<file path="config.mk">
export PLATFORM = sky130hd
export DESIGN_NAME = pmem_write_buffer_flat
export DESIGN_NICKNAME = d
export VERILOG_FILES = /design/src/rtl/pmem_write_buffer_if.sv /design/src/rtl/pmem_write_buffer.sv /design/src/flat_wrapper.sv
export SDC_FILE = /design/constraint.sdc
export NUM_CORES = 1
export LEC_CHECK = 0
export BUFFER_PORTS_ARGS = -buffer_cell sky130_fd_sc_hd__buf_4
export CAP_MARGIN = 25
export CORE_AREA = 2 2 214 216
export DETAILED_ROUTE_END_ITERATION = 8
export DIE_AREA = 0 0 216 218
export GPL_TIMING_DRIVEN = 0
export PLACE_DENSITY = 0.8
export REMOVE_ABC_BUFFERS = 1
export SLEW_MARGIN = 40
export SYNTH_ARGS = -nofsm -noshare
export SYNTH_HDL_FRONTEND = slang
export SYNTH_SLANG_ARGS = --single-unit
</file>
<file path="constraint.sdc">
create_clock -name clk -period 6.62 [get_ports clk]
set_clock_uncertainty 0.1 [all_clocks]
set_input_delay 1.324 -clock clk [delete_from_list [all_inputs] [get_ports clk]]
set_output_delay 1.324 -clock clk [all_outputs]
set_load 0.005 [all_outputs]
</file>
<file path="src/rtl/pmem_write_buffer_if.sv">
// Line-granular request/response port shared by the arbiter side and the
// physical memory side of the write buffer. The requester drives address,
// read, write and wdata; the responder returns a one-cycle resp with rdata.
interface pmem_write_buffer_if;
  logic [15:0]  address;
  logic         read;
  logic         write;
  logic [127:0] wdata;
  logic         resp;
  logic [127:0] rdata;

  modport master (
    output address, read, write, wdata,
    input  resp, rdata
  );

  modport slave (
    input  address, read, write, wdata,
    output resp, rdata
  );
endinterface

</file>
<file path="src/rtl/pmem_write_buffer.sv">
// Write-back buffer between the arbiter's downstream port and physical memory.
// Evicted lines are absorbed in one cycle into a small circular FIFO and
// drained to memory in the background. Reads that hit a buffered line are
// served from the youngest copy; misses go to physical memory through FILL,
// but only once any drain already in flight has completed.
module pmem_write_buffer #(
  parameter int DEPTH = 2
) (
  input  logic                clk,
  input  logic                reset,
  pmem_write_buffer_if.slave  mem,
  pmem_write_buffer_if.master pmem
);

  localparam int PTR_W = (DEPTH > 1) ? $clog2(DEPTH) : 1;
  localparam logic [PTR_W:0] FULL_COUNT = (PTR_W + 1)'(DEPTH);

  typedef enum logic [1:0] {
    IDLE  = 2'd0,
    DRAIN = 2'd1,
    FILL  = 2'd2
  } state_t;

  state_t state_reg, state_next;

  // Buffered lines; the valid bit marks occupancy, tag is the line index.
  logic [DEPTH-1:0] valid_reg;
  logic [11:0]      tag_reg  [DEPTH];
  logic [127:0]     data_reg [DEPTH];

  logic [PTR_W-1:0] head_reg;
  logic [PTR_W-1:0] tail_reg;
  logic [PTR_W:0]   count_reg;

  logic             resp_reg;
  logic [127:0]     rdata_reg;
  logic [11:0]      fill_line_reg;

  logic [DEPTH-1:0] match;
  logic             hit;
  logic [PTR_W-1:0] hit_idx;
  logic [PTR_W-1:0] scan_idx;

  logic             req_ok;
  logic             wr_accept;
  logic             rd_hit;
  logic             rd_miss;
  logic             dequeue;
  logic             fill_done;

  // Only whole lines are buffered, so the byte offset plays no part.
  logic             addr_offset_unused;
  assign addr_offset_unused = ^mem.address[3:0];

  // Per-entry tag compare against the upstream line index.
  for (genvar gi = 0; gi < DEPTH; gi++) begin : g_match
    assign match[gi] = valid_reg[gi] && (tag_reg[gi] == mem.address[15:4]);
  end

  // Scan from oldest to youngest so the last match found is the newest copy.
  always_comb begin
    hit      = 1'b0;
    hit_idx  = '0;
    scan_idx = '0;
    for (int i = 0; i < DEPTH; i++) begin
      scan_idx = head_reg + PTR_W'(i);
      if (match[scan_idx]) begin
        hit     = 1'b1;
        hit_idx = scan_idx;
      end
    end
  end

  // Request qualification: nothing is accepted while a response is showing.
  always_comb begin
    req_ok    = !resp_reg;
    wr_accept = req_ok && mem.write && (count_reg != FULL_COUNT);
    rd_hit    = req_ok && mem.read && hit && (state_reg != FILL);
    rd_miss   = req_ok && mem.read && !hit;
    dequeue   = (state_reg == DRAIN) && pmem.resp;
    fill_done = (state_reg == FILL) && pmem.resp;
  end

  // Controller state register.
  always_ff @(posedge clk) begin
    if (reset) begin
      state_reg <= IDLE;
    end else begin
      state_reg <= state_next;
    end
  end

  // Next-state and physical-side outputs, decoded purely from registered state.
  always_comb begin
    state_next   = state_reg;
    pmem.read    = 1'b0;
    pmem.write   = 1'b0;
    pmem.address = 16'h0000;
    pmem.wdata   = '0;
    case (state_reg)
      IDLE: begin
        if (rd_miss) begin
          state_next = FILL;
        end else if (count_reg != '0) begin
          state_next = DRAIN;
        end
      end
      DRAIN: begin
        pmem.write   = 1'b1;
        pmem.address = {tag_reg[head_reg], 4'b0000};
        pmem.wdata   = data_reg[head_reg];
        if (pmem.resp) begin
          state_next = IDLE;
        end
      end
      FILL: begin
        pmem.read    = 1'b1;
        pmem.address = {fill_line_reg, 4'b0000};
        if (pmem.resp) begin
          state_next = IDLE;
        end
      end
      default: begin
        state_next = IDLE;
      end
    endcase
  end

  // Capture the missing line when FILL is entered so pmem.address is registered.
  always_ff @(posedge clk) begin
    if (reset) begin
      fill_line_reg <= '0;
    end else if ((state_reg == IDLE) && rd_miss) begin
      fill_line_reg <= mem.address[15:4];
    end
  end

  // Occupancy bits: cleared on dequeue at head, set on enqueue at tail.
  always_ff @(posedge clk) begin
    if (reset) begin
      valid_reg <= '0;
    end else begin
      if (dequeue) begin
        valid_reg[head_reg] <= 1'b0;
      end
      if (wr_accept) begin
        valid_reg[tail_reg] <= 1'b1;
      end
    end
  end

  // Line storage; contents are only meaningful where the valid bit is set.
  always_ff @(posedge clk) begin
    if (wr_accept) begin
      tag_reg[tail_reg]  <= mem.address[15:4];
      data_reg[tail_reg] <= mem.wdata;
    end
  end

  // FIFO pointers and occupancy count; enqueue plus dequeue nets to zero.
  always_ff @(posedge clk) begin
    if (reset) begin
      head_reg  <= '0;
      tail_reg  <= '0;
      count_reg <= '0;
    end else begin
      if (wr_accept) begin
        tail_reg <= tail_reg + 1'b1;
      end
      if (dequeue) begin
        head_reg <= head_reg + 1'b1;
      end
      case ({wr_accept, dequeue})
        2'b10:   count_reg <= count_reg + 1'b1;
        2'b01:   count_reg <= count_reg - 1'b1;
        default: count_reg <= count_reg;
      endcase
    end
  end

  // Upstream response: one-cycle pulse with the hit line or the filled line.
  always_ff @(posedge clk) begin
    if (reset) begin
      resp_reg  <= 1'b0;
      rdata_reg <= '0;
    end else begin
      resp_reg <= wr_accept || rd_hit || fill_done;
      if (rd_hit) begin
        rdata_reg <= data_reg[hit_idx];
      end else if (fill_done) begin
        rdata_reg <= pmem.rdata;
      end
    end
  end

  assign mem.resp  = resp_reg;
  assign mem.rdata = rdata_reg;

endmodule

</file>
<file path="src/flat_wrapper.sv">
// flat-port wrapper written by rule: the top's interface ports become plain ports
module pmem_write_buffer_flat 
#(
  parameter int DEPTH = 2
)
  (clk, reset, mem_address, mem_read, mem_write, mem_wdata, mem_resp, mem_rdata, pmem_address, pmem_read, pmem_write, pmem_wdata, pmem_resp, pmem_rdata);
  pmem_write_buffer_if mem_i ();
  pmem_write_buffer_if pmem_i ();
  input  logic clk;
  input  logic reset;
  input wire logic [$bits(mem_i.address)-1:0] mem_address;
  input wire logic [$bits(mem_i.read)-1:0] mem_read;
  input wire logic [$bits(mem_i.write)-1:0] mem_write;
  input wire logic [$bits(mem_i.wdata)-1:0] mem_wdata;
  output wire logic [$bits(mem_i.resp)-1:0] mem_resp;
  output wire logic [$bits(mem_i.rdata)-1:0] mem_rdata;
  output wire logic [$bits(pmem_i.address)-1:0] pmem_address;
  output wire logic [$bits(pmem_i.read)-1:0] pmem_read;
  output wire logic [$bits(pmem_i.write)-1:0] pmem_write;
  output wire logic [$bits(pmem_i.wdata)-1:0] pmem_wdata;
  input wire logic [$bits(pmem_i.resp)-1:0] pmem_resp;
  input wire logic [$bits(pmem_i.rdata)-1:0] pmem_rdata;
  assign mem_i.address = mem_address;
  assign mem_i.read = mem_read;
  assign mem_i.write = mem_write;
  assign mem_i.wdata = mem_wdata;
  assign mem_resp = mem_i.resp;
  assign mem_rdata = mem_i.rdata;
  assign pmem_address = pmem_i.address;
  assign pmem_read = pmem_i.read;
  assign pmem_write = pmem_i.write;
  assign pmem_wdata = pmem_i.wdata;
  assign pmem_i.resp = pmem_resp;
  assign pmem_i.rdata = pmem_rdata;
  pmem_write_buffer #(.DEPTH(DEPTH)) u_core (.clk(clk), .reset(reset), .mem(mem_i), .pmem(pmem_i));
endmodule
</file>
* Word-level counts from Yosys, hierarchy flattened
Memories as Yosys holds them, arrays and structs flattened. A register that Yosys moved wholly into a read port is not among the register bits. Index checks and enable logic that the tools add are counted.
Storage, ports and cells: flip-flop bits (word level) 149, RAM bits 280, bits of input ports 277, output and inout port bits 275, logic and storage cells 87, memories kept 2
Memory list:
- u_core.data_reg | depth 2, width 128, rd ports 2, clocked after memory_dff 1, wr ports 1, line pmem_write_buffer.sv:29 | logic [127:0] data_reg [DEPTH];
- u_core.tag_reg | depth 2, width 12, rd ports 3, clocked after memory_dff 1, wr ports 1, line pmem_write_buffer.sv:28 | logic [11:0] tag_reg [DEPTH];
Cells by class: add/subtract/negate cells 4, magnitude comparators 5, eq/ne operators 10, muxes and demuxes 32, bitwise gates (word level) 3, reduce and logical (&&, ||, !) cells 23
Operator list (number):
- $mux 128 | 3
- $pmux 16 s2 | 1
- $eq 12x12->1 | 2
- $mux 1 | 18
- $logic_and 1x1->1 | 13
- $mux 2 | 6
- $pmux 2 s2 | 2
- $lt 1x2->1 const B | 3
- $reduce_bool 2->1 | 3
- $eq 2x1->1 const B | 2
- $eq 2x2->1 const B | 2
- $ne 2x2->1 const B | 2
- $ne 3x1->1 const B | 1
- $add 1x1->1 const B | 2
- $add 2x1->2 const B | 1
- $and 2x2->2 | 1
- $demux 1 s1 | 2
- $ge 1x1->1 const B | 2
- $logic_not 1->1 | 2
- $logic_not 2->1 | 1
- $logic_or 1x1->1 | 2
- $ne 2x1->1 const B | 1
- $not 2->2 | 1
- $or 2x2->2 | 1
- 3 further kinds | 3

* Logic depth before layout (Yosys ltp)
depth in word-level cells 10, gate-level depth with buffers 9, depth with buffers taken out 8

* Worst setup path before layout
Ideal clock, no wire load.
path type input port to flip-flop, from input port mem_write, to memory u_core.data_reg[1][0], enable pin, library setup time 0.517 ns, arrival time 4.749 ns, required time 6.003 ns, setup slack 1.254 ns, stages on the path 2, buffers on the path 0, path through and3b_1 > and2_1
Between the ends: word-level cells in the longest chain between the ends 4
Ends and longest elaborated chain:
- from (decl) | line flat_wrapper.sv:13 | input wire logic [$bits(mem_i.write)-1:0] mem_write;
- $logic_and 1x1->1 (2 in series) | line pmem_write_buffer.sv:77 | wr_accept = req_ok && mem.write && (count_reg != FULL_COUNT);
- $mux 1 | line pmem_write_buffer.sv:154 | if (wr_accept) begin
- $mux 1 (implied by the code) | line pmem_write_buffer.sv:156 | data_reg[tail_reg] <= mem.wdata;
- to (decl) | line pmem_write_buffer.sv:29
No other way between the ends.

==> flow_metrics.env <==
export IMPL_hold_viol=0
export IMPL_cts_tree="yes"
export IMPL_htreeDepth=2
export IMPL_yosysUniqueCellTypes=35
export IMPL_relSlewSlack_pct=53.87
export IMPL_largest_reg_flops=256
export IMPL_critical_path_required_ns=5.20
export IMPL_wl_per_cell_um=21.77
export IMPL_drive_above_1_share_pct=42.02
export IMPL_cts_buffer_depth=3
export IMPL_placed_cells=2676
export IMPL_p_clk_share_pct=37.0
export IMPL_rows=78
export IMPL_postCtsSetupRepairBufs=0
export IMPL_antenna_found_initial=1
export IMPL_cp_arrival_ns=2.52
export IMPL_clock_latency_ns=0.57
export IMPL_worstMarginPinSlew_ns=0.6882
export IMPL_ant_nets=0
export IMPL_switching_share_pct=26.53
export IMPL_track_usage_pct=24.72
export IMPL_initial_core_util_pct=43.86
export IMPL_power_density_nw_per_um2=285.6
export IMPL_rsz0062_at_grt="false"
export IMPL_coreArea_um2=44890
export IMPL_drtIter0Drc=919
export IMPL_chipWidth_um=216
export IMPL_seqPwrFrac_pct=43.8
export IMPL_drv_cap=0
export IMPL_synth_seq_cells=430
export IMPL_die_area_um2=47090
export IMPL_power_mw=7.548
export IMPL_ys_seq_area_share_pct=57.95
export IMPL_ios=552
export IMPL_p_int_mw=5.545
export IMPL_grt_pass1_vias=15880
export IMPL_finalSetupViolCount=0
export IMPL_dominantRegCellSynth="edfxtp_1"
export IMPL_synthesis_area_um2=19690
export IMPL_power_leakage_nw=10.11
export IMPL_combPwrFrac_pct=19.2
export IMPL_setup_ws_ns=2.674
export IMPL_port_buffers=543
export IMPL_synth_edff_count=280
export IMPL_ir_drop_v=0.0002397
export IMPL_cts_root_buf="clkbuf_16"
export IMPL_path_clk_slew_ns=0.06
export IMPL_path_class="reg2out"
export IMPL_grt_pass1_wl_um=91040
export IMPL_die_height_um=218
export IMPL_switchingPower_mw=2.003
export IMPL_yosysWarnings=0
export IMPL_dr_pass1_iters=5
export IMPL_clock_sinks=430
export IMPL_dp_hpwl_um=40880
export IMPL_fin_cells=2761
export IMPL_finalCritPeriodShare_pct=59.61
export IMPL_hp_class="reg2reg"
export IMPL_max_freq_mhz=253.4
export IMPL_drt_wl_total_um=60110
export IMPL_vias=15170
export IMPL_layout_min_cycle_time_ns=3.946
export IMPL_finalMaxSlewViolations=0
export IMPL_worstPathMaxFanout=27
export IMPL_drcViolationCount=0
export IMPL_syn2layout_area_growth_pct=34.24
export IMPL_outcome="completed"
export IMPL_n_antenna_cell=0
export IMPL_avgSynthCellArea_um2=12.24
export IMPL_hold_ws_ns=0.3564
export IMPL_cts_hold_buf=0
export IMPL_routabilityCongestion=0.8254
export IMPL_fin_nets=2406
export IMPL_ys_async_sr_fraction_pct=0
export IMPL_startpoint_type="register"
export IMPL_ctsResizeCount=0
export IMPL_critPathCaptureType="output pin"
export IMPL_pre_cts_ws_ns=2.215
export IMPL_cts_buffers=47
export IMPL_syn_inst=1609
export IMPL_viasPerCell=5.494
export IMPL_overflow=0
export IMPL_grt_max_degree=67
-- cells by family after synthesis --
family / share of synthesized area [%]
AOI/OAI and AO/OA: 15.74
and+or+nand+nor: 13.47
DFF: 57.95
muxes: 7.193
adders and majority gates: 0.2542
xor gates and xnor gates: 1.201
other: 0.01905
buffers and inverters: 4.169
-- worst max-delay path, cell delays in order, from the launching register on --
cell and delay, ns:
dfxtp_4 0.66, buf_12 0.27, buf_12 0.25, buf_12 0.24, mux2i_1 0.24, nor2b_1 0.06, buf_4 0.13
-- cell usage in the layout (no fill, tap or decap), drive strengths merged, types with 5 or more instances in the layout --
cell    count
buf       591
inv         7
mux2       12
clkinv      9
nand3      16
clkbuf     65
dfxtp     150
nand2b      6
xnor2      25
edfxtp    280
a21oi     145
mux2i     128
o221ai    128
nor2        5
nand2     403
bufinv      7
nor2b     142
a22oi      13
-- cells in the mapped netlist (all sizes together), types with 6 or more instances --
library cell / count / area (µm²)
a21oi: 145 / 1101
mux2i: 128 / 1281
mux2: 12 / 135.1
edfxtp: 280 / 8408
nand2: 403 / 1513
nand3: 16 / 90.09
buf: 73 / 599.3
nor2b: 142 / 888.4
clkbuf: 54 / 202.7
xnor2: 25 / 219.0
a22oi: 13 / 97.59
nand2b: 6 / 37.54
o221ai: 128 / 1872
dfxtp: 150 / 3003
-- final cells by class --
cell class	count	area [µm²]
sequential	430	11410
fill	3570	18460
clock buffer	65	1358
inverter	5	26.28
multi-input combinational	1050	7526
tap	600	750.7
timing repair buffer	591	5066
clock inverter	20	291.5
-- through the flow --
stage / TNS, ns / util, % / cell area (µm²)
3_3_place_gp: -2299.90 / 52.85 / 23730
6_report: 0 / 58.88 / 26430
5_1_grt: 0 / 58.88 / 26430
4_1_cts: 0 / 58.88 / 26430
3_5_place_dp: 0 / 55.21 / 24780
2_1_floorplan: -507.39 / - / 18900
-- final timing paths --
check                                                       start  slack (ns)                                 to  depth (start not counted)
worst max register to register   u_core.state_reg[0]$_SDFFE_PP0P_        2.99  u_core.mem.rdata[86]$_SDFFE_PP0P_                         13
worst min-delay path            u_core.mem.rdata[38]$_SDFFE_PP0P_        0.36  u_core.mem.rdata[38]$_SDFFE_PP0P_                          2
worst max-delay path                                     register        2.67                     pmem_wdata[56]                          6
worst min register to register  u_core.mem.rdata[38]$_SDFFE_PP0P_        0.36  u_core.mem.rdata[38]$_SDFFE_PP0P_                          2
-- power by group through the flow --
stage                     Sequential, mW  Clock [mW]  Combinational, mW
after floorplan                     3.38           0              0.688
after global placement              3.43           0               1.37
after detailed placement            3.36           0               1.44
after CTS                           3.30        2.84               1.45
after global routing                3.33        2.95               1.55
final                               3.30        2.79               1.45
-- layer usage --
layer | track usage (%) | share of wire (%) | up-vias
li1 | - | - | 6843
met1 | 29.33 | 38 | 7491
met2 | 41.49 | 49 | 665
met3 | 7.085 | 8.3 | 167
met4 | 11.64 | 4.3 | 2
met5 | 0 | 0.020 | -
Note: power is estimated with default switching activity, not from simulation.
